File: src/rtl/pawn_move_gen_if.sv
// Shared board/piece types and the request/move-stream interface of the
// pawn move generator.

package pawn_pkg;
    typedef enum logic {WHITE = 1'b0, BLACK = 1'b1} color_t;

    typedef enum logic [2:0] {
        EMPTY  = 3'd0,
        PAWN   = 3'd1,
        KNIGHT = 3'd2,
        BISHOP = 3'd3,
        ROOK   = 3'd4,
        QUEEN  = 3'd5,
        KING   = 3'd6
    } piece_t;

    typedef struct packed {
        color_t color;
        piece_t piece;
    } fullpiece_t;

    typedef fullpiece_t [63:0] board_t;
endpackage

interface pawn_move_gen_if #(parameter int CNT_W = 9);
    logic                start;
    pawn_pkg::color_t    side;
    pawn_pkg::board_t    board;
    logic                busy;
    logic                mv_valid;
    logic                mv_ready;
    logic [5:0]          mv_from;
    logic [5:0]          mv_to;
    logic                mv_capture;
    logic                mv_promote;
    logic                done;
    logic [CNT_W-1:0]    move_count;

    // generator side
    modport master (
        input  start, side, board, mv_ready,
        output busy, mv_valid, mv_from, mv_to, mv_capture, mv_promote,
               done, move_count
    );

    // requester / move-list side
    modport slave (
        output start, side, board, mv_ready,
        input  busy, mv_valid, mv_from, mv_to, mv_capture, mv_promote,
               done, move_count
    );
endinterface

File: src/rtl/pawn_move_gen.sv
// Pawn move generator: snapshots the board on start, walks squares 0..63 one
// per cycle, and streams each pseudo-legal push/capture of the chosen side.
// Index layout is {row, col}; pawns advance along the column axis.

module pawn_move_gen
    import pawn_pkg::*;
#(
    parameter int CNT_W = 9
) (
    input  logic clk,
    input  logic rst_n,
    pawn_move_gen_if.master bus
);

    typedef enum logic [1:0] {S_IDLE, S_SCAN, S_EMIT, S_DONE} state_t;

    state_t           state, state_n;
    board_t           snap;
    color_t           side_q, side_n;
    logic [5:0]       sq, sq_n;
    logic [3:0]       mask, mask_n;
    logic [CNT_W-1:0] cnt, cnt_n;
    logic             load;

    logic [2:0]       row, col, col1, col2, last_col, start_col, tcol;
    fullpiece_t       pc, t1, t2, tl, tr;
    logic             own;
    logic [3:0]       cand, sel;
    logic [5:0]       to_idx;
    logic             emit;

    // Candidate mask for the square under the scan pointer. Neighbour indices
    // may wrap arithmetically, but every such candidate is gated off by the
    // last-column / edge-row terms, so no off-board target ever escapes.
    always_comb begin
        row       = sq[5:3];
        col       = sq[2:0];
        pc        = snap[sq];
        last_col  = (side_q == BLACK) ? 3'd0 : 3'd7;
        start_col = (side_q == BLACK) ? 3'd6 : 3'd1;
        col1      = (side_q == BLACK) ? col - 3'd1 : col + 3'd1;
        col2      = (side_q == BLACK) ? col - 3'd2 : col + 3'd2;
        t1        = snap[{row, col1}];
        t2        = snap[{row, col2}];
        tl        = snap[{row - 3'd1, col1}];
        tr        = snap[{row + 3'd1, col1}];
        own       = (pc.piece == PAWN) && (pc.color == side_q) && (col != last_col);
        cand[0]   = own && (t1.piece == EMPTY);
        cand[1]   = own && (col == start_col) && (t1.piece == EMPTY) && (t2.piece == EMPTY);
        cand[2]   = own && (row != 3'd0) && (tl.piece != EMPTY) && (tl.color != side_q);
        cand[3]   = own && (row != 3'd7) && (tr.piece != EMPTY) && (tr.color != side_q);
    end

    // Present the lowest pending candidate; outputs read zero outside EMIT and
    // only depend on held registers, so they stay frozen while stalled.
    always_comb begin
        sel    = mask & (~mask + 4'd1);
        to_idx = {row, col1};
        tcol   = col1;
        if (sel[1]) begin
            to_idx = {row, col2};
            tcol   = col2;
        end else if (sel[2]) begin
            to_idx = {row - 3'd1, col1};
        end else if (sel[3]) begin
            to_idx = {row + 3'd1, col1};
        end
        emit           = (state == S_EMIT);
        bus.mv_valid   = emit;
        bus.mv_from    = emit ? sq : 6'd0;
        bus.mv_to      = emit ? to_idx : 6'd0;
        bus.mv_capture = emit && (sel[2] || sel[3]);
        bus.mv_promote = emit && (tcol == last_col);
        bus.busy       = (state != S_IDLE);
        bus.done       = (state == S_DONE);
        bus.move_count = cnt;
    end

    // Next-state and datapath update decisions.
    always_comb begin
        state_n = state;
        sq_n    = sq;
        mask_n  = mask;
        cnt_n   = cnt;
        side_n  = side_q;
        load    = 1'b0;
        case (state)
            S_IDLE: begin
                if (bus.start) begin
                    load    = 1'b1;
                    side_n  = bus.side;
                    sq_n    = 6'd0;
                    mask_n  = 4'd0;
                    cnt_n   = '0;
                    state_n = S_SCAN;
                end
            end
            S_SCAN: begin
                if (cand != 4'd0) begin
                    mask_n  = cand;
                    state_n = S_EMIT;
                end else if (sq == 6'd63) begin
                    state_n = S_DONE;
                end else begin
                    sq_n = sq + 6'd1;
                end
            end
            S_EMIT: begin
                if (bus.mv_ready) begin
                    mask_n = mask & ~sel;
                    if (cnt != '1) cnt_n = cnt + 1'b1;
                    if ((mask & ~sel) == 4'd0) begin
                        if (sq == 6'd63) begin
                            state_n = S_DONE;
                        end else begin
                            sq_n    = sq + 6'd1;
                            state_n = S_SCAN;
                        end
                    end
                end
            end
            S_DONE: state_n = S_IDLE;
            default: state_n = S_IDLE;
        endcase
    end

    // State register.
    always_ff @(posedge clk or negedge rst_n) begin
        if (!rst_n) state <= S_IDLE;
        else        state <= state_n;
    end

    // Scan pointer, pending mask, side and move counter.
    always_ff @(posedge clk or negedge rst_n) begin
        if (!rst_n) begin
            sq     <= 6'd0;
            mask   <= 4'd0;
            cnt    <= '0;
            side_q <= WHITE;
        end else begin
            sq     <= sq_n;
            mask   <= mask_n;
            cnt    <= cnt_n;
            side_q <= side_n;
        end
    end

    // Board snapshot, frozen for the whole scan.
    always_ff @(posedge clk) begin
        if (load) snap <= bus.board;
    end

endmodule

File: src/flat_wrapper.sv
// flat-port wrapper written by rule: the top's interface ports become plain ports
module pawn_move_gen_flat import pawn_pkg::*;
#(
    parameter int CNT_W = 9
)
  (clk, rst_n, bus_start, bus_side, bus_board, bus_mv_ready, bus_busy, bus_mv_valid, bus_mv_from, bus_mv_to, bus_mv_capture, bus_mv_promote, bus_done, bus_move_count);
  pawn_move_gen_if #(.CNT_W(CNT_W)) bus_i ();
  input  logic clk;
  input  logic rst_n;
  input wire logic [$bits(bus_i.start)-1:0] bus_start;
  input wire logic [$bits(bus_i.side)-1:0] bus_side;
  input wire logic [$bits(bus_i.board)-1:0] bus_board;
  input wire logic [$bits(bus_i.mv_ready)-1:0] bus_mv_ready;
  output wire logic [$bits(bus_i.busy)-1:0] bus_busy;
  output wire logic [$bits(bus_i.mv_valid)-1:0] bus_mv_valid;
  output wire logic [$bits(bus_i.mv_from)-1:0] bus_mv_from;
  output wire logic [$bits(bus_i.mv_to)-1:0] bus_mv_to;
  output wire logic [$bits(bus_i.mv_capture)-1:0] bus_mv_capture;
  output wire logic [$bits(bus_i.mv_promote)-1:0] bus_mv_promote;
  output wire logic [$bits(bus_i.done)-1:0] bus_done;
  output wire logic [$bits(bus_i.move_count)-1:0] bus_move_count;
  assign bus_i.start = bus_start;
  assign bus_i.side = bus_side;
  assign bus_i.board = bus_board;
  assign bus_i.mv_ready = bus_mv_ready;
  assign bus_busy = bus_i.busy;
  assign bus_mv_valid = bus_i.mv_valid;
  assign bus_mv_from = bus_i.mv_from;
  assign bus_mv_to = bus_i.mv_to;
  assign bus_mv_capture = bus_i.mv_capture;
  assign bus_mv_promote = bus_i.mv_promote;
  assign bus_done = bus_i.done;
  assign bus_move_count = bus_i.move_count;
  pawn_move_gen #(.CNT_W(CNT_W)) u_core (.clk(clk), .rst_n(rst_n), .bus(bus_i));
endmodule
File: config.mk
export PLATFORM = sky130hd
export DESIGN_NAME = pawn_move_gen_flat
export DESIGN_NICKNAME = d
export VERILOG_FILES = /design/src/rtl/pawn_move_gen_if.sv /design/src/rtl/pawn_move_gen.sv /design/src/flat_wrapper.sv
export SDC_FILE = /design/constraint.sdc
export NUM_CORES = 1
export LEC_CHECK = 0
export BUFFER_PORTS_ARGS = -buffer_cell sky130_fd_sc_hd__buf_2
export CELL_PAD_IN_SITES_DETAIL_PLACEMENT = 0
export CELL_PAD_IN_SITES_GLOBAL_PLACEMENT = 2
export CORE_MARGIN = 10
export CORE_UTILIZATION = 34
export DETAILED_ROUTE_END_ITERATION = 6
export PLACE_DENSITY = 0.75
export SETUP_SLACK_MARGIN = 0.5
export SYNTH_ARGS = -nofsm -noshare
export SYNTH_HDL_FRONTEND = slang
export SYNTH_SLANG_ARGS = --single-unit
File: constraint.sdc
create_clock -name clk -period 7.85 [get_ports clk]
set_input_delay 0.3925 -clock clk [delete_from_list [all_inputs] [get_ports clk]]
set_output_delay 0.3925 -clock clk [all_outputs]
set_load 0.02 [all_outputs]
# After elaboration in Yosys (flattened, before gate mapping)
# Index checks and enable logic that the tools add are counted.
dict set report word_totals {
  register_bits 278
  output_inout_bits 26
  elab_cells 245
}
dict set report op_classes {
  addsub 9
  order_cmp 5
  eq_ne 20
  mux 43
  bitwise_logic 4
  reduce_logical 31
}
# cell count
set op_table {}
lappend op_table {{binary-select mux 4 bit (select 6 bit)} 5}
lappend op_table {{2-to-1 mux 6 bit} 10}
lappend op_table {{less-than comparator 6 x 7 -> 1 bit (second input constant)} 5}
lappend op_table {{2-to-1 mux 9 bit} 3}
lappend op_table {{2-to-1 mux 4 bit} 6}
lappend op_table {{2-to-1 mux 3 bit} 7}
lappend op_table {{case mux 6 bit (3 select lines)} 1}
lappend op_table {{case mux 9 bit (2 select lines)} 1}
lappend op_table {{logical AND 1 bit} 14}
lappend op_table {{2-to-1 mux 2 bit} 6}
lappend op_table {{case mux 4 bit (3 select lines)} 1}
lappend op_table {{AND reduction 4 bit} 3}
lappend op_table {{nonzero test 3 bit} 4}
lappend op_table {{adder 9 x 1 -> 9 bit (second input constant)} 1}
lappend op_table {{!= test 9 bit (second input constant)} 1}
lappend op_table {{bitwise AND 4 bit} 2}
lappend op_table {{inverter 4 bit} 2}
lappend op_table {{case mux 2 bit (4 select lines)} 1}
lappend op_table {{adder 3 x 1 -> 3 bit (second input constant)} 2}
lappend op_table {{adder 6 x 1 -> 6 bit (second input constant)} 1}
lappend op_table {{equality test 3 bit} 2}
lappend op_table {{equality test 6 bit (second input constant)} 1}
lappend op_table {{logical NOT 3 bit} 2}
lappend op_table {{!= test 2 x 1 -> 1 bit (second input constant)} 3}
lappend op_table {{other kinds (21)} 28}

# Depth between registers and ports, before layout
# Gate-level depths: netlist (run 1).
dict set report logic_depth {
  depth_word 11
  depth_mapped 15
}

# Worst setup path before layout (run 1)
# Ideal clock, no wire load.
dict set report synth_timing {
  path_kind {register to register}
  startpoint {register u_core.state[0]}
  endpoint {register u_core.side_q}
  arrival_ps 7435
  slack_ps 319
  path_stages_with_launch 5
  n_path_buf 0
  path_cell_list {dfrtp_1 -> inv_1 -> ha_1 -> and2_1 -> mux2_2}
}
dict set report synth_between {
  elab_chain_cells 2
}
# item line_no
set synth_lines {}
lappend synth_lines {{from (decl)} pawn_move_gen.sv:17} ;# state_t state, state_n;
lappend synth_lines {{from (signal assigned)} pawn_move_gen.sv:130} ;# else state <= state_n;
lappend synth_lines {{logical NOT 2 bit} pawn_move_gen.sv:87} ;# case (state)
lappend synth_lines {{AND reduction 2 bit (no line)} n/a}
lappend synth_lines {{to (signal assigned)} pawn_move_gen.sv:144} ;# side_q <= side_n;
lappend synth_lines {{to (decl)} pawn_move_gen.sv:19} ;# color_t side_q, side_n;
# No other way between the ends.
# A chain may end at the register's enable or synchronous reset.

# Final worst setup path (run 1)
dict set report layout_timing {
  startpoint {register u_core.sq[0]}
  endpoint {register u_core.mask[3]}
}
dict set report layout_between {
  elab_chain_cells 11
  word_cells_on_any_way 43
  cone_classes {4 x add/sub; 7 x eq/ne; 14 x mux; 18 x reduce/logical}
}
# item line_no
set layout_lines {}
lappend layout_lines {{from (decl)} pawn_move_gen.sv:20} ;# logic [5:0] sq, sq_n;
lappend layout_lines {{from (signal assigned)} pawn_move_gen.sv:141} ;# sq <= sq_n;
lappend layout_lines {{branches (longest 11 deep; another with adder 3 x 1 -> 3 bit)} n/a}
lappend layout_lines {{to (signal assigned)} pawn_move_gen.sv:142} ;# mask <= mask_n;
lappend layout_lines {{to (decl)} pawn_move_gen.sv:21} ;# logic [3:0] mask, mask_n;
# Several ways; the timed one is not identified. The select of a mux whose other input is x is not followed.

==> results of run 1 <==
==> sequential cells by signal (all words and copies together), names as in the netlist <==
name / cells
u_core.bus.move_count: 9
u_core.mask: 4
u_core.side_q: 1
u_core.snap: 256
u_core.sq: 6
u_core.state: 2
==> per-stage QoR <==
step | area [µm²] | instances | total power [mW]
2_1_floorplan | 13800 | 1002 | 4.23
3_3_place_gp | 15700 | 1767 | 5.02
3_5_place_dp | 15700 | 1767 | 5.05
4_1_cts | 16800 | 1834 | 6.50
5_1_grt | 16800 | 1835 | 6.78
6_report | 16800 | 1835 | 6.43
==> timing repair <==
item / 4_1_cts / 5_1_grt
hold buffers: 5 / 0
buffers inserted: 0 / 0
endpoints found under the hold margin: 26 / 0
==> cell type report <==
type                    instances  area, µm²
diodes                          1       2.50
flip-flops and latches        278       8240
fillers                      3678      23100
clock inverters                18        115
clock buffers                  44        888
well taps                     525        657
repair buffers                306       1610
multi-input cells             638       5170
inverters                      25       93.8
==> per-layer routing <==
layer  GRT usage  vias to the layer above
li1            -                     4599
met1       0.214                     4947
met2       0.294                      353
met3      0.0421                       57
met4      0.0568                        0
met5           0                        -
==> worst min path at each step <==
stage	slack, ns	to	depth (start not counted)
finish	0.03	u_core.snap[149]$_DFFE_PP_	1
global route	0.008	u_core.snap[149]$_DFFE_PP_	1
CTS	0.0005	u_core.snap[149]$_DFFE_PP_	1
detailed placement	0.43	u_core.bus.move_count[8]$_DFFE_PN0P_	1
global placement	0.43	u_core.bus.move_count[8]$_DFFE_PN0P_	1
floorplan	0.1	u_core.bus.move_count[0]$_DFFE_PN0P_	0
==> logic make-up after synthesis <==
group,after synthesis,share of synthesized area
AOI/OAI and AO/OA,194,0.101
muxes,109,0.137
DFF,278,0.597
xor gates and xnor gates,13,0.0103
and+or+nand+nor,308,0.111
adders and majority gates,14,0.0131
buffers and inverters,86,0.0298
==> where the power goes <==
group	switching, mW	internal (mW)	total, mW
Sequential	0.198	1.98	2.18
Combinational	1.68	1.14	2.82
Clock	0.613	0.808	1.42
==> placed cells by master, fill, tap and decap left out, types with 7 or more instances in the layout <==
cell type	count
o21ai_0	23
clkinv_1	9
mux4_2	56
ha_1	12
inv_1	21
nor4_1	19
dfrtp_1	20
a211oi_1	11
mux2i_1	34
clkbuf_16	34
a221oi_1	9
nand2_1	51
mux2_2	12
xnor2_1	8
edfxtp_1	256
a311oi_1	7
nor4b_1	14
nor3_1	55
a211o_1	8
or3_1	7
nand2b_1	10
clkbuf_1	10
buf_4	14
buf_2	286
nand3_1	12
a21oi_1	43
o32ai_1	10
a31oi_1	15
nor2_1	103
==> metrics.txt, run 1 <==
insertion delay of the later-clocked pin in the worst-skew pair=0.54 ns; top post-synthesis cells by area=edfxtp_1, mux4_2, dfrtp_1; CTS root buffer=clkbuf_16; fin util=0.420; Crit. End Element=register; Largest delay share family, worst path=adder cells; Tmin final=5.54 ns; DRC Markers=0; metal3 WL=2.83 mm; maximum fanout along the worst path=42; 1st-pass router iterations=6; drt wl/cell=24.1 µm; Slew Limit Fails=0; Hold Vio Cnt, Final=0; Leak=6.05 nW; Buf/Inv on CP=1; RSZ-0062 raised after global routing=false; Slew headroom=0.261; Yosys top cell by area=edfxtp_1; Max VDD drop=0.265 mV; slowest stage delay, CP=1.34 ns; number of global-route vias before repair=10500; power per cell area=383 nW/µm²; gp weighted congestion=0.847; post-route ant nets=0; status=complete, no violations; TritonCTS clock tree=done; CP Data Arrival Time=5.95 ns; fin worst setup slack=2.31 ns; Die Ht=221 µm; initial cell density of the core=0.346; EDFF count, synth=256; area grow syn2layout=21.6%; final critical-path share of the clock period=0.706; port buffer count=286; slowest stage cell on the critical path=fa_4; clk_skew=0.0136 ns; f_max=180 MHz; DR vias/cell=5.43; post-cts resize count=0; Mapped Cells=1002; R2R cell count=11; share of cells above drive strength 1=0.334; WL met2=21.9 mm; share of the synthesized area in the top cell type=0.557; Final Net Count=1557; Core Region=39900 µm²; CTS Buffer Depth=3; Worst setup endpoint=u_core.mask[3]$_DFFE_PN0P_; maxcap violations=0; DR iter-0 viols=790; uppermost routed layer=met4; WL final=44.3 mm; worst hold margin=0.0275 ns; syn_nets=1276; prevailing post-synth register cell=edfxtp_1; worst hold path type=in -> reg; synthesized area=13800 µm²; Met1 Wirelength=18.5 mm; crit path launch=u_core.sq[0]$_DFFE_PN0P_; clock transition at the registers of the reported paths=0.06 ns; WP data required=8.26 ns; setup TNS=0 ns; worst hold start=bus_board[149]; largest net degree at the start of global routing=173; total congestion overflow=0; r2r setup slk=2.31 ns; crit path kind=reg -> reg; gr usage total=0.174; Worst R2R End=u_core.mask[3]$_DFFE_PN0P_; first-pass GRT wire length=65.3 mm; FF-to-FF Start=u_core.sq[0]$_DFFE_PN0P_; I/O Pins=287; Synth warnings=0; via count=9956; most numerous cell in the Yosys netlist=edfxtp_1; CTS Buf Count=34; initial antenna violation count=1; Async SR Flop Fraction=0.0791; Cell Rows=73; die area=49000 µm²; Clock Sinks=278; Post-Place Setup Slack=2.25 ns; ordered cell list for the critical path=fa_4 -> buf_4 -> or4b_2 -> a21oi_1 -> o31ai_1 -> and2_0 -> mux4_2 -> mux2_4 -> a311oi_4 -> o21bai_2 -> mux2_1; synth unique cells=73; H-tree levels=2; top cells by count, synth=edfxtp_1, nor2_1, mux4_2; Syn Area/Cell=13.8 µm²; slew at the pin closest to its max-slew limit=1.11 ns; startpoint types=register; hpwl dp=32.8 mm; Die X=221 µm; final setup fails=0; Seq cells post-synth=278; Crit path depth=11; sequential-to-total area share from yosys stat=0.597
Power figures use the tool's default switching activity.
==> inputs of run 2 (changes only) <==
==> constraint.sdc (replaced) <==
create_clock -name clk -period 4.5 [get_ports clk]
set_input_delay 0.225 -clock clk [delete_from_list [all_inputs] [get_ports clk]]
set_output_delay 0.225 -clock clk [all_outputs]
set_load 0.02 [all_outputs]
==> run 2 against run 1 <==
Compared with the run above: clock-buffer cell count is 6 lower; via count increased by 13%; core utilization rose by 8.2 points; largest power group unchanged; sequential power is 72% higher; first-iteration DRC count grew 17%; clock skew shrank 0.0019 ns; flip-flop and latch count unchanged.
==> metrics.txt, run 2 (synthesized netlist as in run 1, its figures left out) <==
status=complete, no violations (unchanged); Crit. End Element=register (unchanged); I/O Pins=287 (unchanged); dpl cells=1784 (was 1767); Tmin final=4.31 ns (was 5.54 ns); Die X=221 µm (unchanged); DRC Markers=0 (unchanged); gr usage total=0.196 (was 0.174); Core Region=39900 µm² (unchanged); final critical-path share of the clock period=0.958 (was 0.706); share of cells above drive strength 1=0.317 (was 0.334); Cell Rows=73 (unchanged); 1st-pass router iterations=5 (was 6); NetSw=4.79 mW (was 2.49 mW); Leak=7.43 nW (was 6.05 nW); commonest non-fill, non-tap cell in the layout=buf_2 (unchanged); hpwl dp=33.5 mm (was 32.8 mm); number of global-route vias before repair=12000 (was 10500); initial antenna violation count=3 (was 1); maxcap violations=0 (unchanged); drt wl/cell=23.2 µm (was 24.1 µm); clock group share of total power=0.207 (was 0.221); crit path kind=reg -> reg (unchanged); power per cell area=641 nW/µm² (was 383 nW/µm²); DR iter-0 viols=921 (was 790); setup TNS=0 ns (unchanged); most frequent cells in the layout=buf_2, dlygate4sd3_1, edfxtp_1 (was buf_2, edfxtp_1, nor2_1); DR vias/cell=5.30 (was 5.43); Final Net Count=1849 (was 1557); CTS Buffer Depth=3 (unchanged); largest reg by FF count=u_core.snap (unchanged); crit path launch=u_core.sq[0]$_DFFE_PN0P_ (unchanged); fin cells=2125 (was 1835); clk_skew=0.0118 ns (was 0.0136 ns); port buffer count=286 (unchanged); post-route ant nets=0 (unchanged); TritonCTS clock tree=done (unchanged); RSZ-0062 raised after global routing=true (was false); insertion delay of the later-clocked pin in the worst-skew pair=0.59 ns (was 0.54 ns); Max VDD drop=0.372 mV (was 0.265 mV); first-pass GRT wire length=74.5 mm (was 65.3 mm); Int Pwr=8.06 mW (was 3.94 mW); CTS root buffer=clkbuf_16 (unchanged); initial cell density of the core=0.346 (unchanged); area grow syn2layout=45.3% (was 21.6%); WP data required=4.98 ns (was 8.26 ns); Seq pwr share=0.292 (was 0.339); slew at the pin closest to its max-slew limit=1.10 ns (was 1.11 ns); Slew headroom=0.270 (was 0.261); via count=11300 (was 9956); Switching Fraction=0.373 (was 0.388); startpoint types=register (unchanged); worst hold path type=in -> async (was in -> reg); total congestion overflow=0 (unchanged); die area=49000 µm² (unchanged); Clock Sinks=278 (unchanged); gp weighted congestion=0.850 (was 0.847); WL final=49.3 mm (was 44.3 mm); Hold Vio Cnt, Final=0 (unchanged); Fillers=3402 (was 3678); logic gate share of total power=0.501 (was 0.439); FF-to-FF Start=u_core.sq[0]$_DFFE_PN0P_ (unchanged); Die Ht=221 µm (unchanged); f_max=232 MHz (was 180 MHz); max FFs per register=256 (unchanged); CTS Buf Count=31 (was 34); maximum fanout along the worst path=5 (was 42); largest net degree at the start of global routing=92 (was 173); H-tree levels=1 (was 2); clock transition at the registers of the reported paths=0.06 ns (about the same); CP Data Arrival Time=4.79 ns (was 5.95 ns); Slew Limit Fails=0 (unchanged); final setup fails=0 (unchanged)
## run 2: cell types whose count changed in the layout (fill, tap and decap cells not counted), moves of 6 or more
cell,delta
buf_12,+6
dlygate4sd3_1,+253
bufinv_16,+6
buf_4,+28
## run 2: per-layer routing
metal | track usage | part of all wire | vias to the layer above
met1 | 0.244 | 0.41 | 5568
met3 | 0.0388 | 0.062 | 94
met5 | 0 | 0.00026 | -
li1 | - | - | 5183
met2 | 0.338 | 0.50 | 415
met4 | 0.0592 | 0.031 | 2
## run 2: area by class of cell
cell class	instances	area, µm²	share of cell area
timing repair buffer	601	4600	0.229
inverter	25	97.6	0.00487
clock inverter	18	253	0.0126
sequential	278	8240	0.411
multi-input combinational	638	5390	0.269
antenna	2	5.00	0.000250
clock buffer	38	802	0.0400
tap	525	657	0.0328
## run 2: path summary, 6_finish.rpt
kind / end / slack (ns) / depth (start not counted)
min in group clk: u_core.state[0]$_DFFE_PN0P_ / 0.27 / 4
min: u_core.state[0]$_DFFE_PN0P_ / 0.16 / 2
max: u_core.mask[3]$_DFFE_PN0P_ / 0.19 / 11
max in group asynchronous: u_core.sq[0]$_DFFE_PN0P_ / 3.92 / 2
min reg2reg: u_core.bus.move_count[8]$_DFFE_PN0P_ / 0.53 / 2
max reg2reg: u_core.mask[3]$_DFFE_PN0P_ / 0.19 / 11
## run 2: timing repair
action	CTS	global route
hold buffers	258	0
endpoints found under the hold margin	279	0
setup buffers	20	4
gates cloned	1	0
pin swaps	12	14
setup endpoints to repair	12	12
gates resized for setup	27	23
## run 2: per-stage QoR
stage	instance area (µm²)	total power, mW	setup slack, ns	utilization	hold slack, ns
after floorplan	13800	7.35	0.645	-	-0.0706
after global placement	15900	9.02	0.0919	0.399	0.256
after detailed placement	15900	9.07	-0.00345	0.399	0.251
after CTS	19900	12.6	0.221	0.498	0.168
after global routing	20000	13.5	0.105	0.502	0.208
final	20000	12.8	0.187	0.502	0.164
## run 2: worst max-delay path, stage by stage (launching register included)
cell      delay (ns)
dfrtp_4         0.49
fa_4            0.94
buf_12          0.13
buf_8           0.10
mux4_2          0.48
a2111o_1        0.33
and2_0          0.16
mux4_2          0.47
mux2_4          0.30
a311oi_4        0.38
o21bai_4        0.12
mux2_4          0.30
## run 2: power by group through the flow
stage               sequential [mW]  clock (mW)  combinational, mW
detailed placement             3.80           0               5.28
CTS                            3.75        2.72               6.13
global route                   3.80        2.82               6.88
global placement               3.79           0               5.23
floorplan                      3.70           0               3.64
finish                         3.75        2.66               6.44
==> inputs of run 3 (changes only) <==
--- a/config.mk
+++ b/config.mk
@@ -9,9 +9,10 @@
 export CELL_PAD_IN_SITES_DETAIL_PLACEMENT = 0
 export CELL_PAD_IN_SITES_GLOBAL_PLACEMENT = 2
 export CORE_MARGIN = 10
-export CORE_UTILIZATION = 34
+export CORE_UTILIZATION = 35
+export CTS_BUF_LIST = sky130_fd_sc_hd__clkbuf_4
 export DETAILED_ROUTE_END_ITERATION = 6
-export PLACE_DENSITY = 0.75
+export PLACE_DENSITY = 0.77
 export SETUP_SLACK_MARGIN = 0.5
 export SYNTH_ARGS = -nofsm -noshare
 export SYNTH_HDL_FRONTEND = slang
==> run 3 against run 2 <==
Compared with the run above: register-to-register slack better by 0.11 ns; critical path depth is 1 higher; clock skew is 0.031 ns higher; core utilization is 0.54 points higher; routed wire length is 3.8% lower; first-iteration DRC count is 13% lower; cell count is 3.2% higher; die area is 2.6% lower; largest power group unchanged; combinational power is 9.9% lower; sequential power hardly changed.
==> metrics.txt, run 3 (synthesized netlist as in run 1, its figures left out) <==
Clock Sinks=278 (unchanged); die area=47700 µm² (was 49000 µm²); Hold Vio Cnt, Final=0 (unchanged); WL final=47.5 mm (was 49.3 mm); total congestion overflow=0 (unchanged); drt wl/cell=21.6 µm (was 23.2 µm); post-route ant nets=0 (unchanged); placed inst area=15900 µm² (about the same); Final Net Count=1887 (was 1849); 1st-pass router iterations=5 (unchanged); worst hold margin=0.141 ns (was 0.164 ns); CTS root buffer=clkbuf_4 (was clkbuf_16); Slew headroom=0.273 (was 0.270); DR iter-0 viols=797 (was 921); Worst R2R End=u_core.mask[3]$_DFFE_PN0P_ (unchanged); fin worst setup slack=0.292 ns (was 0.187 ns); Crit. End Element=register (unchanged); Power, Total=11.7 mW (was 12.8 mW); maxcap violations=0 (unchanged); commonest non-fill, non-tap cell in the layout=buf_2 (unchanged); Die X=219 µm (was 221 µm); clock group share of total power=0.189 (was 0.207); Leak=7.40 nW (was 7.43 nW); WP data required=5.15 ns (was 4.98 ns); worst hold path type=in -> reg (was in -> async); hpwl dp=32.9 mm (was 33.5 mm); gr usage total=0.197 (was 0.196); crit path kind=reg -> reg (unchanged); R2R cell count=12 (was 11); largest net degree at the start of global routing=183 (was 92); Seq pwr share=0.318 (was 0.292); largest reg by FF count=u_core.snap (unchanged); share of cells above drive strength 1=0.333 (was 0.317); RSZ-0062 raised after global routing=true (unchanged); port buffer count=286 (unchanged); max FFs per register=256 (unchanged); CTS Buffer Depth=3 (unchanged); area grow syn2layout=42.9% (was 45.3%); Slew Limit Fails=0 (unchanged); worst hold start=bus_mv_ready; H-tree levels=3 (was 1); Core Region=38800 µm² (was 39900 µm²); TritonCTS clock tree=done (unchanged); status=complete, no violations (unchanged); initial antenna violation count=6 (was 3); Int Pwr=7.19 mW (was 8.06 mW); CTS Buf Count=78 (was 31); maximum fanout along the worst path=4 (was 5); clk_skew=0.0431 ns (was 0.0118 ns); Post-Place Setup Slack=-0.0568 ns (was -0.00345 ns); CP Data Arrival Time=4.86 ns (was 4.79 ns); crit path launch=u_core.sq[0]$_DFFE_PN0P_ (unchanged); Worst setup endpoint=u_core.mask[3]$_DFFE_PN0P_ (unchanged); final critical-path share of the clock period=0.935 (was 0.958); gp weighted congestion=0.854 (was 0.850); DR vias/cell=5.19 (was 5.30); power per cell area=596 nW/µm² (was 641 nW/µm²); number of global-route vias before repair=12200 (was 12000); r2r setup slk=0.29 ns (was 0.19 ns); final setup fails=0 (unchanged); clock transition at the registers of the reported paths=0.06 ns (about the same); f_max=238 MHz (was 232 MHz); Switching Fraction=0.388 (was 0.373); initial cell density of the core=0.355 (was 0.346); I/O Pins=287 (unchanged); slew at the pin closest to its max-slew limit=1.09 ns (was 1.10 ns); logic gate share of total power=0.493 (was 0.501); insertion delay of the later-clocked pin in the worst-skew pair=0.77 ns (was 0.59 ns); FF-to-FF Start=u_core.sq[0]$_DFFE_PN0P_ (unchanged); Die Ht=219 µm (was 221 µm); Tmin final=4.21 ns (was 4.31 ns); first-pass GRT wire length=71.3 mm (was 74.5 mm); NetSw=4.56 mW (was 4.79 mW); Design Area, Final=19700 µm² (was 20000 µm²); Cell Rows=72 (was 73); via count=11400 (was 11300); setup TNS=0 ns (unchanged); Max VDD drop=0.407 mV (was 0.372 mV); startpoint types=register (unchanged); most frequent cells in the layout=buf_2, dlygate4sd3_1, edfxtp_1 (unchanged); DRC Markers=0 (unchanged)
-- run 3: area by class of cell --
type,count,area [µm²]
sequential,278,8240
inverter,25,97.6
timing repair buffer,592,4480
clock buffer,103,773
fill,3312,19100
multi-input combinational,638,5280
clock inverter,33,168
tap,518,648
antenna,7,17.5
-- run 3: power by group through the flow --
stage | combinational (mW) | clock [mW] | sequential [mW]
finish | 5.80 | 2.22 | 3.73
global route | 6.21 | 2.44 | 3.78
CTS | 5.77 | 2.30 | 3.73
detailed placement | 5.16 | 0 | 3.78
global placement | 5.13 | 0 | 3.78
floorplan | 3.64 | 0 | 3.70
-- run 3: how the worst min path moves through the flow --
stage / endpoint / slack (ns) / depth (start not counted)
final: u_core.state[0]$_DFFE_PN0P_ / 0.14 / 4
after global routing: u_core.snap[27]$_DFFE_PP_ / 0.12 / 2
after CTS: u_core.state[0]$_DFFE_PN0P_ / 0.1 / 4
after detailed placement: u_core.state[0]$_DFFE_PN0P_ / 0.25 / 1
after global placement: u_core.bus.move_count[8]$_DFFE_PN0P_ / 0.25 / 1
after floorplan: u_core.bus.move_count[0]$_DFFE_PN0P_ / -0.07 / 0
-- run 3: critical path: stages (launching register included) --
cell and delay [ns]:
dfrtp_4 0.48, fa_4 0.85, buf_12 0.12, buf_8 0.11, mux4_2 0.50, mux4_2 0.55, xnor2_2 0.19, a221oi_2 0.26
o211ai_1 0.12, buf_4 0.17, a311oi_4 0.30, o21bai_2 0.14, mux2_4 0.31
-- run 3: stage by stage --
stage | util | cells
6_report | 0.507 | 2194
5_1_grt | 0.507 | 2191
4_1_cts | 0.507 | 2187
3_5_place_dp | 0.409 | 1778
3_3_place_gp | 0.409 | 1778
2_1_floorplan | - | 1002
-- run 3: what timing repair did --
action                                 in CTS  in global routing
pin swaps                                  12                  0
endpoints found under the hold margin     279                  0
hold buffers                              259                  0
setup endpoints to repair                  12                 12
cloned                                      0                  0
buffers inserted                           14                  0
gates resized for setup                    26                  2
-- run 3: per-layer routing --
metal  GRT usage  part of all wire
met2       0.327              0.49
met4      0.0808             0.034
met1       0.235              0.41
met3      0.0566             0.070
met5           0           0.00057
